[src/rtl/mmio_timer_bank.sv]
// Memory-mapped timer bank: 64-bit cycle counter with snapshot,
// auto-reload down-counter with irq, and byte-writable scratch.
// Ports: clk, rst (sync, high), ena, mem_* bus, hit, irq.
package pkg;
   typedef logic [1:0] mem_access_t;
   localparam mem_access_t MEM_ACCESS_BYTE = 2'd0;
   localparam mem_access_t MEM_ACCESS_HALF = 2'd1;
   localparam mem_access_t MEM_ACCESS_WORD = 2'd2;
   typedef struct packed {
      logic access_fault;
      logic misaligned;
   } mem_exception_mask_t;
   localparam logic [3:0] MMU_BANK_PERIPH = 4'h8;
endpackage

module mmio_timer_bank
   import pkg::*;
#(
   parameter logic [3:0]  BANK         = MMU_BANK_PERIPH,
   parameter logic [31:0] RESET_RELOAD = 32'd0
) (
   input  logic                clk,
   input  logic                rst,
   input  logic                ena,
   input  logic [31:0]         mem_addr,
   input  logic [31:0]         mem_wr_data,
   input  logic                mem_wr_ena,
   input  mem_access_t         mem_access,
   output logic [31:0]         mem_rd_data,
   output mem_exception_mask_t mem_exception,
   output logic                hit,
   output logic                irq
);

   localparam logic [2:0] R_SNAP_LO  = 3'd0;
   localparam logic [2:0] R_SNAP_HI  = 3'd1;
   localparam logic [2:0] R_CTRL     = 3'd2;
   localparam logic [2:0] R_RELOAD   = 3'd3;
   localparam logic [2:0] R_COUNT    = 3'd4;
   localparam logic [2:0] R_STATUS   = 3'd5;
   localparam logic [2:0] R_SCRATCH  = 3'd6;
   localparam logic [2:0] R_CYCLE_LO = 3'd7;

   logic [63:0] cycle;
   logic [63:0] snap;
   logic [2:0]  ctrl;
   logic [31:0] reload;
   logic [31:0] count;
   logic        expired;
   logic [31:0] scratch;

   logic [2:0] idx;
   logic       is_b, is_h, is_w;
   logic       mapped, ro, misal, fault, ok, wr;
   logic [3:0] be;
   logic [31:0] rdata;

   assign hit  = mem_addr[31:28] == BANK;
   assign idx  = mem_addr[4:2];
   assign is_b = mem_access == MEM_ACCESS_BYTE;
   assign is_h = mem_access == MEM_ACCESS_HALF;
   assign is_w = mem_access == MEM_ACCESS_WORD;

   assign mapped = mem_addr[27:5] == '0;
   assign ro = (idx == R_SNAP_LO) || (idx == R_SNAP_HI)
            || (idx == R_CYCLE_LO);

   assign misal = (is_w && mem_addr[1:0] != 2'b00)
               || (is_h && mem_addr[0]);

   // Only SCRATCH accepts sub-word accesses.
   assign fault = !(is_b || is_h || is_w)
               || !mapped
               || (!is_w && idx != R_SCRATCH)
               || (mem_wr_ena && ro);

   assign ok = hit && !misal && !fault;
   assign wr = ok && mem_wr_ena && ena;

   assign mem_exception.misaligned   = hit && misal;
   assign mem_exception.access_fault = hit && !misal && fault;

   always_comb begin
      be = 4'b0000;
      if (is_w)      be = 4'b1111;
      else if (is_h) be = mem_addr[1] ? 4'b1100 : 4'b0011;
      else if (is_b) be = 4'b0001 << mem_addr[1:0];
   end

   always_comb begin
      rdata = '0;
      case (idx)
         R_SNAP_LO:  rdata = snap[31:0];
         R_SNAP_HI:  rdata = snap[63:32];
         R_CTRL:     rdata = {29'd0, ctrl};
         R_RELOAD:   rdata = reload;
         R_COUNT:    rdata = count;
         R_STATUS:   rdata = {31'd0, expired};
         R_SCRATCH:  rdata = scratch;
         R_CYCLE_LO: rdata = cycle[31:0];
         default:    rdata = '0;
      endcase
   end

   assign mem_rd_data = ok ? rdata : '0;
   assign irq = expired & ctrl[2];

   // Later assignments win: W1C clear < timer < CPU COUNT/CTRL.
   always_ff @(posedge clk) begin
      if (rst) begin
         cycle   <= '0;
         snap    <= '0;
         ctrl    <= '0;
         reload  <= RESET_RELOAD;
         count   <= '0;
         expired <= 1'b0;
         scratch <= '0;
      end else if (ena) begin
         cycle <= cycle + 64'd1;

         if (wr && idx == R_STATUS && mem_wr_data[0])
            expired <= 1'b0;

         if (ctrl[0]) begin
            if (count != '0) begin
               count <= count - 32'd1;
            end else begin
               expired <= 1'b1;
               if (ctrl[1]) count   <= reload;
               else         ctrl[0] <= 1'b0;
            end
         end

         if (wr && idx == R_CTRL) begin
            ctrl <= mem_wr_data[2:0];
            if (mem_wr_data[3]) snap <= cycle;
         end
         if (wr && idx == R_RELOAD) reload <= mem_wr_data;
         if (wr && idx == R_COUNT)  count  <= mem_wr_data;
         if (wr && idx == R_SCRATCH) begin
            for (int i = 0; i < 4; i++)
               if (be[i]) scratch[8*i +: 8] <= mem_wr_data[8*i +: 8];
         end
      end
   end

endmodule

[config.mk]
export PLATFORM = sky130hd
export DESIGN_NAME = mmio_timer_bank
export DESIGN_NICKNAME = d
export VERILOG_FILES = /design/src/rtl/mmio_timer_bank.sv
export SDC_FILE = /design/constraint.sdc
export NUM_CORES = 1
export LEC_CHECK = 0
export BUFFER_PORTS_ARGS = -buffer_cell sky130_fd_sc_hd__buf_2
export CAP_MARGIN = 20
export CORE_ASPECT_RATIO = 0.5
export CORE_MARGIN = 2
export CORE_UTILIZATION = 40
export DETAILED_ROUTE_END_ITERATION = 10
export PLACE_DENSITY = 0.61
export SYNTH_ARGS = -nofsm -noshare
export SYNTH_HDL_FRONTEND = slang
export SYNTH_SLANG_ARGS = --single-unit
export TNS_END_PERCENT = 100
[constraint.sdc]
create_clock -name clk -period 2.8 [get_ports clk]
set_input_delay 0.14 -clock clk [delete_from_list [all_inputs] [get_ports clk]]
set_output_delay 0.14 -clock clk [all_outputs]
set_load 0.01 [all_outputs]
==> results.yml, run 1 <==
cells_and_area:
  drive_gt1_share_pct: 16.7
  seqCellArea_mm2: 0.00456
  final_common_cell: "dfxtp_1"
  multiInputGateArea_mm2: 0.00713
  syn2layout_area_growth_pct: 20.2
  fillers: 2878
  finalNetCount: 1736
  stdcell_count: 2077
  layout_common_cells: "228 x dfxtp_1, 205 x nor2_1, 176 x a21oi_1, 131 x nand2_1, 104 x buf_2"
  n_antenna_cell: 0
logic_synthesis:
  synth_compound_area_share_pct: 20.2
  synth_seq_cells: 228
  ys_seq_area_share_pct: 37.3
  syn_nets: 1626
  synth_mux_area_share_pct: 7.13
  synth_top_family_by_area: "simple AND/OR/NAND/NOR gates"
  syn_inst: 1553
  synthAdderAreaFrac_pct: 0.307
  synthXorXnorAreaFrac_pct: 5.80
  syn_area_per_cell_um2: 7.88
  yosysUniqueCellTypes: 66
  synth-main-ff-cell: "dfxtp_1"
  synthSimpleGateAreaFrac_pct: 24.3
  async_flop_share_pct: 0
  synth_area_mm2: 0.0122
  synth_edf_count: 0
  yosysWarningCount: 0
timing:
  finalMaxSlewViolations: 0
  fin_skew_ns: 0.0203
  finalWorstSetupSlack_ns: 0.0539
  tns_ns: 0
  maxSlewHeadroom_pct: 35.4
  rsz0062_at_grt: "yes"
  setup_viol: 0
  finalCriticalPeriod_ns: 2.75
  tightestPinTransition_ns: 0.945
  fin_crit_sh_pct: 98.1
  hold_violations: 0
  max_freq_mhz: 364
clocking:
  clk_latency_ns: 0.54
  ctsHtreeMaxLevel: 1
  numClockSinks: 228
  cts_tree: "done"
  root_buffer: "clkbuf_16"
  path_clk_slew_ns: 0.07
  clock_path_buffers: 3
  cts_buffers: 24
critical_path:
  r2r-start: "count[0]$_SDFFE_PP0P_"
  cpPeakStageDelay_ns: 0.46
  critPathKind: "reg -> reg"
  r2r_cells: 10
  reg2reg_slack_ns: 0.05
  cp_max_fo: 10
  critical-path-top-delay-family: "simple AND/OR/NAND/NOR gates"
  cp-start-kind: "flop"
  crit_arrival_ns: 3.20
  required_ns: 3.25
  endpoint_kind: "flop"
  critical_path_buf_inv_count: 3
  cp.depth: 10
  rr_endpoint: "count[27]$_SDFFE_PP0P_"
  cp_cell_sequence: "inv_2 -> ha_1 -> or4b_4 -> or4_4 -> or3_4 -> o21ai_4 -> buf_4 -> buf_12 -> a21oi_1 -> a211oi_2"
  cp_slowest_cell: "or4b_4"
place:
  hpwl_mm: 30.7
  dp_cells: 1999
  place_congestion: 0.933
  pre_cts_ws_ns: -0.00338
  io_buffers: 105
routing:
  drt-initial-drc-count: 1369
  vias_per_cell: 6.03
  postRouteAntennaNets: 0
  wirelength_mm: 44.9
  routedWlPerCell_um: 21.6
  drt_pass1_iterations: 6
  via_count: 12500
  drc: 0
power:
  p_clk_share_pct: 48.1
  p_leak_nw: 5.38
  power_switching_mw: 1.67
  pwr-share-comb_pct: 6.0
  powerDensity_mw_per_mm2: 482
  swShare_pct: 23.5
  vdd_drop_max_v: 0.000373
  seqPwrFrac_pct: 45.9
  p_int_mw: 5.42
global_routing:
  grt_first_pass_wirelength_mm: 69.2
  grt_overflow: 0
  grt_max_degree: 81
  antenna_found_initial: 0
  grt_pass1_vias: 11500
  grt_usage_pct: 27.4
die:
  num_rows: 45
  die_area_mm2: 0.0321
  die_h_um: 128
  floorplan.initialDensity_pct: 40.5
  io_pins: 106
  core_mm2: 0.0302
  dieWidth_um: 251
run:
  cap_violations: 0
min_path:
  hold_path_end: "ctrl[2]$_SDFFE_PP0P_"
  worstHoldStart: "mem_wr_ena"
  min_path_type: "in -> reg"
  hold_depth: 5
run_status:
  status: "complete, no violations"
==> how the worst max path moves through the flow <==
stage,start,end,slack [ns]
6_report,count[0]$_SDFFE_PP0P_,count[27]$_SDFFE_PP0P_,0.05
5_1_grt,count[1]$_SDFFE_PP0P_,count[23]$_SDFFE_PP0P_,-0.03
4_1_cts,count[0]$_SDFFE_PP0P_,count[22]$_SDFFE_PP0P_,0.004
3_5_place_dp,count[0]$_SDFFE_PP0P_,count[5]$_SDFFE_PP0P_,-0.003
3_3_place_gp,count[0]$_SDFFE_PP0P_,count[31]$_SDFFE_PP0P_,0.07
2_1_floorplan,count[15]$_SDFFE_PP0P_,count[10]$_SDFFE_PP0P_,0.08
==> cells in the mapped netlist, types with 13 or more instances <==
master,n,share of area (%)
and2_1,13,0.66
xnor2_1,31,2.2
xor2_1,50,3.6
nand2_1,131,4.0
a211oi_1,52,3.2
o21ai_0,78,3.2
mux2i_1,68,5.6
nor2_1,205,6.3
a21oi_1,176,7.2
and3_1,14,0.72
o22ai_1,18,0.92
nand4_1,98,5.0
nor4_1,20,1.0
nor3_1,24,0.98
dfxtp_1,228,37
nand3_1,38,1.6
and4_1,16,1.1
buf_1,13,0.40
a211o_1,13,0.93
clkbuf_1,116,3.6
o211ai_1,13,0.80
==> tightest hold or removal path, stage by stage <==
cell     delay, ns
buf_2         0.12
nand4_1       0.09
nor4_1        0.08
mux2i_1       0.13
nor2_1        0.08
==> registers in the layout (all words and copies together) (netlist names) <==
signal,flops
ctrl,3
cycle,64
expired,1
reload,32
scratch,32
snap,64
count,32
==> cell type report <==
type	instances	share of cell area, %
clock buffer	33	4.80
clock inverter	8	0.817
inverter	12	0.306
multi-input combinational	1174	48.5
sequential	228	31.1
tap	399	3.40
timing repair buffer	223	11.1
==> power groups by stage <==
| stage | logic, mW | clock network (mW) | registers (mW) |
|---|---|---|---|
| final | 0.424 | 3.41 | 3.25 |
| after global routing | 0.452 | 3.56 | 3.25 |
| after CTS | 0.415 | 3.43 | 3.25 |
| after global placement | 0.374 | 0 | 3.32 |
| after floorplan | 0.215 | 0 | 3.32 |
| after detailed placement | 0.379 | 0 | 3.32 |
==> routing by layer <==
layer	GRT usage, %	share of wire [%]
met2	39.8	42
met4	5.29	1.7
met5	0	0
met3	5.62	9.1
met1	41.6	47
==> cells by family (layout without fill, tap and decap cells) <==
family	Yosys count	count (layout)
simple gates	603	603
compound gates	405	405
flops	228	228
buf+inv	151	276
mux	82	82
xor+xnor	81	81
fa+ha+maj	3	3
==> stage by stage <==
stage                     total power, mW  area [um2]  util (%)  hold WS (ns)
after floorplan                      3.54       12200         -         0.250
after global placement               3.70       13400      44.4         0.402
after detailed placement             3.70       13400      44.4         0.396
after CTS                            7.09       14700      48.6         0.133
after global routing                 7.26       14700      48.7         0.177
final                                7.08       14700      48.7         0.138
==> repair_timing <==
action | CTS | global route
hold buffers | 32 | 0
setup buffers | 1 | 1
endpoints found under the hold margin | 94 | 0
endpoints found under the setup margin | 4 | 14
pin swaps | 3 | 5
gates cloned | 3 | 0
gates resized for setup | 7 | 2
No activity file was read; power rests on OpenSTA's default activity.
==> run 2: changes to the inputs <==
--- a/config.mk
+++ b/config.mk
@@ -7,11 +7,10 @@
 export LEC_CHECK = 0
 export BUFFER_PORTS_ARGS = -buffer_cell sky130_fd_sc_hd__buf_2
 export CAP_MARGIN = 20
-export CORE_ASPECT_RATIO = 0.5
 export CORE_MARGIN = 2
 export CORE_UTILIZATION = 40
 export DETAILED_ROUTE_END_ITERATION = 10
-export PLACE_DENSITY = 0.61
+export PLACE_DENSITY = 0.59
 export SYNTH_ARGS = -nofsm -noshare
 export SYNTH_HDL_FRONTEND = slang
 export SYNTH_SLANG_ARGS = --single-unit
==> constraint.sdc (replaced) <==
create_clock -name clk -period 3.5 [get_ports clk]
set_input_delay 0.175 -clock clk [delete_from_list [all_inputs] [get_ports clk]]
set_output_delay 0.175 -clock clk [all_outputs]
set_load 0.01 [all_outputs]
==> results.yml, run 2 (synthesized netlist as in run 1, its figures left out) <==
cells_and_area:
  fillers: 2964
  final_common_cell: "dfxtp_1"
  largestRegisters: "cycle x64, snap x64"
  n_antenna_cell: 0
  final_core_util_pct: 47.5
  drive_gt1_share_pct: 15.0
  finalNetCount: 1701
  syn2layout_area_growth_pct: 17.9
  postLayoutCellArea_mm2: 0.0144
  layout_common_cells: "228 x dfxtp_1, 205 x nor2_1, 176 x a21oi_1, 131 x nand2_1, 104 x buf_2"
global_routing:
  grtUsageMet3_pct: 3.69
  grt_first_pass_wirelength_mm: 65.3
  grt_max_degree: 71
  antenna_found_initial: 0
  grt_usage_pct: 26.3
  gr-usage-met2_pct: 41.0
  grt_overflow: 0
  grt_pass1_vias: 11000
  grtUsageMet1_pct: 37.5
  busiest_layer: "met2"
routing:
  wirelength_mm: 42.9
  drt-initial-drc-count: 1332
  routedWlPerCell_um: 21.0
  drt_pass1_iterations: 5
  via_count: 12100
  postRouteAntennaNets: 0
  drc: 0
  vias_per_cell: 5.90
min_path:
  hold_depth: 3
  hold_path_end: "cycle[0]$_SDFFE_PP0P_"
  min_path_type: "in -> reg"
  worstHoldStart: "ena"
run:
  cap_violations: 0
critical_path:
  rr_endpoint: "count[31]$_SDFFE_PP0P_"
  r2r-start: "count[1]$_SDFFE_PP0P_"
  cp-start-kind: "flop"
  startpoint: "count[1]$_SDFFE_PP0P_"
  reg2reg_slack_ns: 0.47
  critPathKind: "reg -> reg"
  required_ns: 3.93
  cp_max_fo: 23
  endpoint_kind: "flop"
  crit_arrival_ns: 3.46
  r2r_cells: 9
die:
  floorplan.initialDensity_pct: 40.3
  die_h_um: 179
  num_rows: 64
  dieWidth_um: 179
  core_mm2: 0.0303
  die_area_mm2: 0.0320
  io_pins: 106
timing:
  tns_ns: 0
  hold_violations: 0
  setup_viol: 0
  fin_crit_sh_pct: 86.6
  tightestPinTransition_ns: 0.919
  maxSlewHeadroom_pct: 38.8
  rsz0062_at_grt: "no"
  max_freq_mhz: 330
  finalMaxSlewViolations: 0
  fin_skew_ns: 0.0205
  finalCriticalPeriod_ns: 3.03
  finalWorstSetupSlack_ns: 0.469
  holdWs_ns: 0.0644
power:
  vdd_drop_max_v: 0.000340
  swShare_pct: 23.4
  power_switching_mw: 1.39
  pwr-share-comb_pct: 5.8
  p_leak_nw: 5.20
  p_int_mw: 4.54
  powerDensity_mw_per_mm2: 410
  seqPwrFrac_pct: 44.0
  p_clk_share_pct: 50.3
place:
  io_buffers: 105
  placed_cell_area_mm2: 0.0132
  hpwl_mm: 29.5
  place_congestion: 0.943
  pre_cts_ws_ns: 0.487
clocking:
  cts_buffers: 27
  root_buffer: "clkbuf_16"
  cts_resized: 0
  path_clk_slew_ns: 0.06
  ctsHtreeMaxLevel: 1
  numClockSinks: 228
  clk_latency_ns: 0.54
  clock_path_buffers: 3
  cts_tree: "done"
run_status:
  status: "complete, no violations"
run 2: critical path, stage by stage (launching register included):
cell	delay [ns]
dfxtp_1	0.36
inv_1	0.10
ha_1	0.14
or4b_2	0.60
or4_4	0.45
or3_4	0.49
o21ai_2	0.17
buf_4	0.25
o21bai_1	0.11
a32o_1	0.25
run 2: stage by stage:
stage	instances	power, mW
after floorplan	1553	2.83
after global routing	2045	6.08
after global placement	1964	2.97
after CTS	2045	5.96
final	2045	5.92
after detailed placement	1964	2.97
run 2: worst max-delay path by stage:
| stage | cells past startpoint | to | slack, ns |
|---|---|---|---|
| floorplan | 9 | count[10]$_SDFFE_PP0P_ | 0.78 |
| global placement | 9 | count[17]$_SDFFE_PP0P_ | 0.56 |
| detailed placement | 9 | count[31]$_SDFFE_PP0P_ | 0.49 |
| CTS | 9 | count[2]$_SDFFE_PP0P_ | 0.48 |
| global route | 9 | count[6]$_SDFFE_PP0P_ | 0.33 |
| finish | 9 | count[31]$_SDFFE_PP0P_ | 0.47 |
run 2: area by class of cell:
| class | instances | area, um2 | share of cell area (%) |
|---|---|---|---|
| repair buffers | 185 | 1270 | 8.82 |
| clock buffers | 39 | 811 | 5.62 |
| well taps | 396 | 495 | 3.43 |
| clock inverters | 11 | 140 | 0.971 |
| multi-input cells | 1174 | 7100 | 49.2 |
| inverters | 12 | 45.0 | 0.312 |
| flip-flops and latches | 228 | 4560 | 31.6 |
run 2: timing repair:
item | 4_1_cts | 5_1_grt
endpoints found under the hold margin | 92 | 0
setup buffers | 0 | 0
hold buffers | 31 | 0
run 2: per-layer routing:
| metal | routed length [um] | vias up |
|---|---|---|
| li1 | - | 5792 |
| met1 | 19400 | 5731 |
| met2 | 19200 | 485 |
| met3 | 3100 | 66 |
| met4 | 1140 | 0 |
| met5 | 0 | - |
run 2: power groups by stage:
stage | sequential, mW | combinational [mW] | clock [mW]
after floorplan | 2.66 | 0.172 | 0
after global placement | 2.66 | 0.307 | 0
after detailed placement | 2.66 | 0.307 | 0
after CTS | 2.60 | 0.335 | 3.02
after global routing | 2.60 | 0.362 | 3.12
final | 2.60 | 0.341 | 2.98
